### src/rtl/ram_port_arbiter_if.sv
// Requester-side port of the RAM arbiter.
// Client drives the request bundle, arbiter returns grant and read data.
interface ram_port_arbiter_if #(
    parameter int Data_width = 32,
    parameter int Addr_width = 7
);
    logic                  req;
    logic                  lock;
    logic                  we;
    logic [Addr_width-1:0] addr;
    logic [Data_width-1:0] wdata;
    logic                  gnt;
    logic                  rvalid;
    logic [Data_width-1:0] rdata;

    modport master (
        output req, lock, we, addr, wdata,
        input  gnt, rvalid, rdata
    );

    modport slave (
        input  req, lock, we, addr, wdata,
        output gnt, rvalid, rdata
    );
endinterface

### src/rtl/ram_port_arbiter.sv
// Two-requester arbiter for a single-port RAM with registered read address.
// Round-robin grant, optional bounded lock, per-requester read return pipes.
module ram_port_arbiter #(
    parameter int Data_width = 32,
    parameter int Addr_width = 7,
    parameter int LOCK_MAX   = 16
) (
    input  logic                  clk,
    input  logic                  rst_n,
    ram_port_arbiter_if.slave     a,
    ram_port_arbiter_if.slave     b,
    output logic                  ram_we,
    output logic [Addr_width-1:0] ram_addr,
    output logic [Data_width-1:0] ram_d,
    input  logic [Data_width-1:0] ram_q
);

    localparam int CW = $clog2(LOCK_MAX + 1);
    localparam logic [CW-1:0] CNT_LAST = CW'(LOCK_MAX - 1);

    typedef enum logic [1:0] {
        IDLE  = 2'd0,
        OWN_A = 2'd1,
        OWN_B = 2'd2
    } state_t;

    state_t          state_q, state_d;
    logic            rr_q, rr_d;
    logic [CW-1:0]   cnt_q, cnt_d;
    logic            gnt_a, gnt_b;
    logic            rd_a_q, rd_b_q;

    assign a.gnt = gnt_a;
    assign b.gnt = gnt_b;

    // Grant selection; forced low while reset is held.
    always_comb begin
        gnt_a = 1'b0;
        gnt_b = 1'b0;
        unique case (state_q)
            IDLE: begin
                gnt_a = a.req && !(b.req && rr_q);
                gnt_b = b.req && !gnt_a;
            end
            OWN_A:   gnt_a = a.req;
            OWN_B:   gnt_b = b.req;
            default: ;
        endcase
        if (!rst_n) begin
            gnt_a = 1'b0;
            gnt_b = 1'b0;
        end
    end

    // Next state, round-robin pointer and lock starvation counter.
    always_comb begin
        state_d = state_q;
        rr_d    = rr_q;
        cnt_d   = cnt_q;
        if (gnt_a) rr_d = 1'b1;
        if (gnt_b) rr_d = 1'b0;
        unique case (state_q)
            IDLE: begin
                if (gnt_a && a.lock) begin
                    state_d = OWN_A;
                    cnt_d   = '0;
                end else if (gnt_b && b.lock) begin
                    state_d = OWN_B;
                    cnt_d   = '0;
                end
            end
            OWN_A: begin
                if (b.req && cnt_q == CNT_LAST) begin
                    state_d = IDLE;
                    rr_d    = 1'b1;
                    cnt_d   = '0;
                end else if (!a.lock) begin
                    state_d = IDLE;
                end else if (b.req) begin
                    cnt_d = cnt_q + CW'(1);
                end
            end
            OWN_B: begin
                if (a.req && cnt_q == CNT_LAST) begin
                    state_d = IDLE;
                    rr_d    = 1'b0;
                    cnt_d   = '0;
                end else if (!b.lock) begin
                    state_d = IDLE;
                end else if (a.req) begin
                    cnt_d = cnt_q + CW'(1);
                end
            end
            default: state_d = IDLE;
        endcase
    end

    // RAM bus follows the granted requester, idles at zero.
    always_comb begin
        ram_we   = 1'b0;
        ram_addr = '0;
        ram_d    = '0;
        if (gnt_a) begin
            ram_we   = a.we;
            ram_addr = a.addr;
            ram_d    = a.wdata;
        end else if (gnt_b) begin
            ram_we   = b.we;
            ram_addr = b.addr;
            ram_d    = b.wdata;
        end
    end

    // Arbitration state registers.
    always_ff @(posedge clk or negedge rst_n) begin
        if (!rst_n) begin
            state_q <= IDLE;
            rr_q    <= 1'b0;
            cnt_q   <= '0;
        end else begin
            state_q <= state_d;
            rr_q    <= rr_d;
            cnt_q   <= cnt_d;
        end
    end

    // Read return: mark accepted read, capture ram_q one cycle later.
    always_ff @(posedge clk or negedge rst_n) begin
        if (!rst_n) begin
            rd_a_q   <= 1'b0;
            rd_b_q   <= 1'b0;
            a.rvalid <= 1'b0;
            b.rvalid <= 1'b0;
            a.rdata  <= '0;
            b.rdata  <= '0;
        end else begin
            rd_a_q   <= gnt_a && !a.we;
            rd_b_q   <= gnt_b && !b.we;
            a.rvalid <= rd_a_q;
            b.rvalid <= rd_b_q;
            if (rd_a_q) a.rdata <= ram_q;
            if (rd_b_q) b.rdata <= ram_q;
        end
    end

endmodule
### src/flat_wrapper.sv
// flat-port wrapper written by rule: the top's interface ports become plain ports
module ram_port_arbiter_flat 
#(
    parameter int Data_width = 32,
    parameter int Addr_width = 7,
    parameter int LOCK_MAX   = 16
)
  (clk, rst_n, ram_we, ram_addr, ram_d, ram_q, a_req, a_lock, a_we, a_addr, a_wdata, a_gnt, a_rvalid, a_rdata, b_req, b_lock, b_we, b_addr, b_wdata, b_gnt, b_rvalid, b_rdata);
  ram_port_arbiter_if #(.Data_width(Data_width), .Addr_width(Addr_width)) a_i ();
  ram_port_arbiter_if #(.Data_width(Data_width), .Addr_width(Addr_width)) b_i ();
  input  logic clk;
  input  logic rst_n;
  output logic ram_we;
  output logic [Addr_width-1:0] ram_addr;
  output logic [Data_width-1:0] ram_d;
  input  logic [Data_width-1:0] ram_q;
  input wire logic [$bits(a_i.req)-1:0] a_req;
  input wire logic [$bits(a_i.lock)-1:0] a_lock;
  input wire logic [$bits(a_i.we)-1:0] a_we;
  input wire logic [$bits(a_i.addr)-1:0] a_addr;
  input wire logic [$bits(a_i.wdata)-1:0] a_wdata;
  output wire logic [$bits(a_i.gnt)-1:0] a_gnt;
  output wire logic [$bits(a_i.rvalid)-1:0] a_rvalid;
  output wire logic [$bits(a_i.rdata)-1:0] a_rdata;
  input wire logic [$bits(b_i.req)-1:0] b_req;
  input wire logic [$bits(b_i.lock)-1:0] b_lock;
  input wire logic [$bits(b_i.we)-1:0] b_we;
  input wire logic [$bits(b_i.addr)-1:0] b_addr;
  input wire logic [$bits(b_i.wdata)-1:0] b_wdata;
  output wire logic [$bits(b_i.gnt)-1:0] b_gnt;
  output wire logic [$bits(b_i.rvalid)-1:0] b_rvalid;
  output wire logic [$bits(b_i.rdata)-1:0] b_rdata;
  assign a_i.req = a_req;
  assign a_i.lock = a_lock;
  assign a_i.we = a_we;
  assign a_i.addr = a_addr;
  assign a_i.wdata = a_wdata;
  assign a_gnt = a_i.gnt;
  assign a_rvalid = a_i.rvalid;
  assign a_rdata = a_i.rdata;
  assign b_i.req = b_req;
  assign b_i.lock = b_lock;
  assign b_i.we = b_we;
  assign b_i.addr = b_addr;
  assign b_i.wdata = b_wdata;
  assign b_gnt = b_i.gnt;
  assign b_rvalid = b_i.rvalid;
  assign b_rdata = b_i.rdata;
  ram_port_arbiter #(.Data_width(Data_width), .Addr_width(Addr_width), .LOCK_MAX(LOCK_MAX)) u_core (.clk(clk), .rst_n(rst_n), .a(a_i), .b(b_i), .ram_we(ram_we), .ram_addr(ram_addr), .ram_d(ram_d), .ram_q(ram_q));
endmodule
### config.mk
export PLATFORM = sky130hd
export DESIGN_NAME = ram_port_arbiter_flat
export DESIGN_NICKNAME = d
export VERILOG_FILES = /design/src/rtl/ram_port_arbiter_if.sv /design/src/rtl/ram_port_arbiter.sv /design/src/flat_wrapper.sv
export SDC_FILE = /design/constraint.sdc
export NUM_CORES = 1
export LEC_CHECK = 0
export CORE_MARGIN = 1
export CORE_UTILIZATION = 37
export CTS_BUF_LIST = sky130_fd_sc_hd__clkbuf_16
export DETAILED_ROUTE_END_ITERATION = 6
export PLACE_DENSITY = 0.78
export SLEW_MARGIN = 20
export SYNTH_ARGS = -nofsm -noshare
export SYNTH_HDL_FRONTEND = slang
export SYNTH_SLANG_ARGS = --single-unit
### constraint.sdc
create_clock -name clk -period 2.6 [get_ports clk]
set_input_delay 0.26 -clock clk [delete_from_list [all_inputs] [get_ports clk]]
set_output_delay 0.26 -clock clk [all_outputs]
set_load 0.01 [all_outputs]
=== Word-level counts from Yosys, hierarchy flattened ===
Index checks and enable logic that the tools add are counted.

* Add/sub/neg operators: 1
* Mux-type cells: 31
* Reductions and logical operators: 17
* Equal/unequal tests: 10

{| class="wikitable"
|+ Operator list
! cell !! count
|-
| $mux W32 || 2
|-
| $mux W5 || 8
|-
| $ne A3 B2 Y1 const B || 6
|-
| $pmux W5 S3 || 1
|-
| $mux W7 || 2
|-
| $mux W2 || 6
|-
| $logic_and A1 B1 Y1 || 9
|-
| $mux W1 || 8
|-
| $pmux W1 S2 || 3
|-
| $pmux W2 S3 || 1
|-
| $reduce_and A6 Y1 || 1
|-
| $add A5 B1 Y5 const B || 1
|-
| $eq A5 B4 Y1 const B || 1
|-
| $logic_not A1 Y1 || 4
|-
| $ne A3 B1 Y1 const B || 1
|-
| $reduce_and A3 Y1 || 1
|-
| $reduce_bool A3 Y1 || 1
|-
| $eq A2 B1 Y1 const B || 1
|-
| $eq A2 B2 Y1 const B || 1
|-
| $logic_not A2 Y1 || 1
|}

* Logic and storage cells: 68
* Input port bits: 118
* Bits in registers: 76
* Output and inout port bits: 108

=== Longest topological paths before layout ===
* Depth in word-level cells: 11
* Mapped depth: 8

=== Least setup slack after synthesis ===
OpenSTA, ideal clock, no wires.

* Path kind: reg-to-output
* Start point: register u_core.state_q[0]
* End point: output ram_addr[0]
* Data required time: 2.340 ns
* Arrival time: 1.725 ns
* Path buffers: 1
* Cell stages (with the launch flop): 8
* Slack: 0.615 ns
* Cells stage by stage: dfrtp_1 inv_1 ha_1 o211ai_1 nor2_1 clkbuf_1 nand2_1 o21ai_0

* Cells in the longest elaborated chain, start to end: 5

{| class="wikitable"
|+ Ends and longest elaborated chain
! element !! line !! source
|-
| start, declared || ram_port_arbiter.sv:27 || <nowiki>state_t state_q, state_d;</nowiki>
|-
| start signal, assigned || ram_port_arbiter.sv:121 || <nowiki>state_q <= state_d;</nowiki>
|-
| $eq A2 B2 Y1 or $logic_not A2 Y1 (tied branches) || ram_port_arbiter.sv:40 || <nowiki>unique case (state_q)</nowiki>
|-
| $pmux W1 S2 || ram_port_arbiter.sv:40 ||
|-
| $mux W1 || ram_port_arbiter.sv:49 || <nowiki>if (!rst_n) begin</nowiki>
|-
| $mux W7 || ram_port_arbiter.sv:107 || <nowiki>end else if (gnt_b) begin</nowiki>
|-
| $mux W7 * || ram_port_arbiter.sv:103 || <nowiki>if (gnt_a) begin</nowiki>
|-
| end, declared || flat_wrapper.sv:14 || <nowiki>output logic [Addr_width-1:0] ram_addr;</nowiki>
|}

Every way passes the cells marked *; elsewhere a longest branch is shown, timed or not.

=== Worst setup path after layout ===
* Start point: register u_core.state_q[0]
* End point: output b_gnt

* Cells in the longest elaborated chain, start to end: 3

{| class="wikitable"
|+ Ends and longest elaborated chain
! element !! line !! source
|-
| $eq A2 B2 Y1 or $logic_not A2 Y1 (tied branches) || ram_port_arbiter.sv:40 ||
|-
| $pmux W1 S2 * || ram_port_arbiter.sv:40 ||
|-
| $mux W1 * || ram_port_arbiter.sv:49 ||
|-
| end, declared || flat_wrapper.sv:30 || <nowiki>output wire logic [$bits(b_i.gnt)-1:0] b_gnt;</nowiki>
|}

Marked as above.

==> results.cfg <==
[worst_hold_path]
hp-class = in2async

[placed_design]
preCtsSetupSlack_ns = 0.111
portBuffers = 225
place.gp.congestion = 0.933
hpwl_um = 8700

[detailed_routing]
wl_um = 11400
drt_pre_antenna_iters = 4
routedWlPerCell_um = 16.1
vias = 3443
postRouteAntennaNets = 0
first_iter_violations = 92
viasPerCell = 4.87
drc = 0

[layout]
antennaDiodeCount = 0
area_growth_pct = 79.3
seq_area_mm2 = 0.00190
drive_gt1_share_pct = 18.2
finalNetCount = 697
final_cell_mix = clkdlybuf4s50_1 (184), nand2_1 (87), dfrtp_1 (76)
multi_input_area_mm2 = 0.00160
fill_cells = 729
layout_commonest_cell = clkdlybuf4s50_1

[logic_synthesis]
synth-seq-cells = 76
synthesis.area_mm2 = 0.00360
netlist.area_leader.share_pct = 52.9
synth-simple-area-share_pct = 11.4
synth_top_family_by_area = multiplexers
synth_cell_types = 32
synth.avg_cell_area_um2 = 10.6
syn-num-nets = 464
synthXorXnorAreaFrac_pct = 0
synth_top_area_cell = dfrtp_1
synthCells = 340
yosys_warnings = 0
synthAdderAreaFrac_pct = 2.09
synth_compound_area_share_pct = 10.3
yosysSeqAreaShare_pct = 52.9
synth_area_leaders = dfrtp_1 (53%), mux2_2 (20%), nand2_1 (9.1%), o21ai_0 (5.8%), ha_1 (2.1%)
synthMuxAreaShare_pct = 20.0

[floorplan]
row_count = 35
fp.coreArea_mm2 = 0.00933
dieWidth_um = 101
die_y_um = 101
io_pins = 226
start_util_pct = 38.6
dieArea_mm2 = 0.0101

[global_route]
grt_pass1_wl_um = 17000
grt_max_degree = 77
grt.total_usage_pct = 22.4
overflow = 0
grt_pass1_vias = 3347
grt_antenna_before_repair = 0

[timing]
relSlewSlack_pct = 36.8
tightestPinTransition_ns = 0.948
grt_setup_unrepaired = yes
layout_setup_ws_ns = 0.108
whs_ns = 0.189
maxSlewViolCount = 0
hold_viol_final = 0
period_share_pct = 95.8
post-route-min-period_ns = 2.49
fin_skew_ns = 0.00487
fmax_mhz = 401
setup_viol = 0

[critical_path]
cp_max_fo = 21
path_class = reg2out
required_ns = 2.34
start_kind = flop
worst_r2r_path_depth = 8
cp.arrival_ns = 2.23
cp-end-kind = output port

[pwr]
leakage_nw = 2.79
ir_drop_mv = 0.438
power.density_mw_per_mm2 = 999

[cts]
cts_tree = yes
clock-sinks = 76
cts_buffers = 9
cts_hold_buffers = 0
worst_skew_pair.late_latency_ns = 0.32
clk_pin_slew_ns = 0.06
cts_root_buffer = clkbuf_16
cts_max_level = 3
cts.path.max_buffers = 2

[flow_run]
drv_cap = 0

[outcome]
outcome = finished clean
## routing by layer
metal	track usage [%]	up-vias	part of all wire, %
li1	-	1632	-
met1	23.2	1635	36
met2	41.7	161	53
met3	7.21	15	8.3
met4	8.81	0	2.1
met5	0	-	0
## final cells by class
| class | count | share of cell area [%] |
|---|---|---|
| sequential | 76 | 29.5 |
| inverter | 10 | 0.582 |
| multi-input combinational | 233 | 24.8 |
| timing repair buffer | 243 | 37.6 |
| tap | 129 | 2.50 |
| clock inverter | 7 | 1.51 |
| clock buffer | 9 | 3.49 |
## path summary, 6_finish.rpt
kind,from,to,slack (ns)
max,u_core.state_q[0]$_DFFE_PN0P_,b_gnt,0.11
min,rst_n,u_core.rr_q$_DFF_PN0_,0.19
max reg2reg,u_core.cnt_q[0]$_DFFE_PN0P_,u_core.cnt_q[3]$_DFFE_PN0P_,0.41
min reg2reg,u_core.cnt_q[4]$_DFFE_PN0P_,u_core.cnt_q[4]$_DFFE_PN0P_,0.49
max in group asynchronous,rst_n,u_core.cnt_q[2]$_DFFE_PN0P_,1.79
min in group clk,rst_n,u_core.rd_a_q$_DFF_PN0_,0.42
## timing repair
item                                    4_1_cts  5_1_grt
gates cloned                                  1        0
endpoints found under the setup margin       40       22
setup buffers                                 2        1
pin swaps                                     0        2
gates resized for setup                      41        5
## critical path, stage by stage (launching register included)
cell and delay [ns]:
dfrtp_1 0.40, inv_1 0.11, ha_2 0.24, o211ai_1 0.15, nor2_4 0.18, buf_12 0.13, buf_16 0.15, clkdlybuf4s50_1 0.55
## synth_stat cells, drive strengths merged
master   n
a21boi   2
a21oi    4
a221oi   1
a22oi    2
a41o     1
and3     1
and3b    1
buf      9
clkbuf  12
dfrtp   76
ha       6
inv     10
mux2    64
nand2   87
nand2b   1
nand3    1
nand4    1
nor2     4
nor2b    1
nor3     2
nor3b    1
o211ai   1
o21ai   43
o221ai   2
o31ai    3
o41ai    2
or2      1
or3      1
## logic make-up (layout without fill, tap and decap cells)
family	count (synthesis)	count (layout)
AOI/OAI and AO/OA	61	61
adders and majority gates	6	6
and+or+nand+nor	102	102
DFF	76	76
muxes	64	64
buffers and inverters	31	269
## sequential cells by signal (all words and copies together), names as in the netlist
name and count:
u_core.rd_a_q 1, u_core.a.rvalid 1, u_core.rr_q 1, u_core.rd_b_q 1, u_core.b.rdata 32, u_core.a.rdata 32
u_core.state_q 2, u_core.cnt_q 5, u_core.b.rvalid 1
## per-stage QoR
stage                     cell area, µm²  power [mW]  utilization (%)  cells  setup TNS (ns)
after floorplan                     3600        3.31                -    340               0
after global placement              6080        5.07             65.2    687               0
after detailed placement            6080        5.17             65.2    687               0
after CTS                           6420        6.49             68.8    706         -0.0922
after global routing                6450        6.81             69.1    707         -0.0102
final                               6450        6.44             69.1    707               0
## power by group
group          total, mW  switching [mW]  internal [mW]
logic               3.11            1.28           1.84
registers           2.00           0.280           1.73
clock network       1.33           0.481          0.845
total               6.44            2.04           4.41
(Power assumes the default switching activity.)
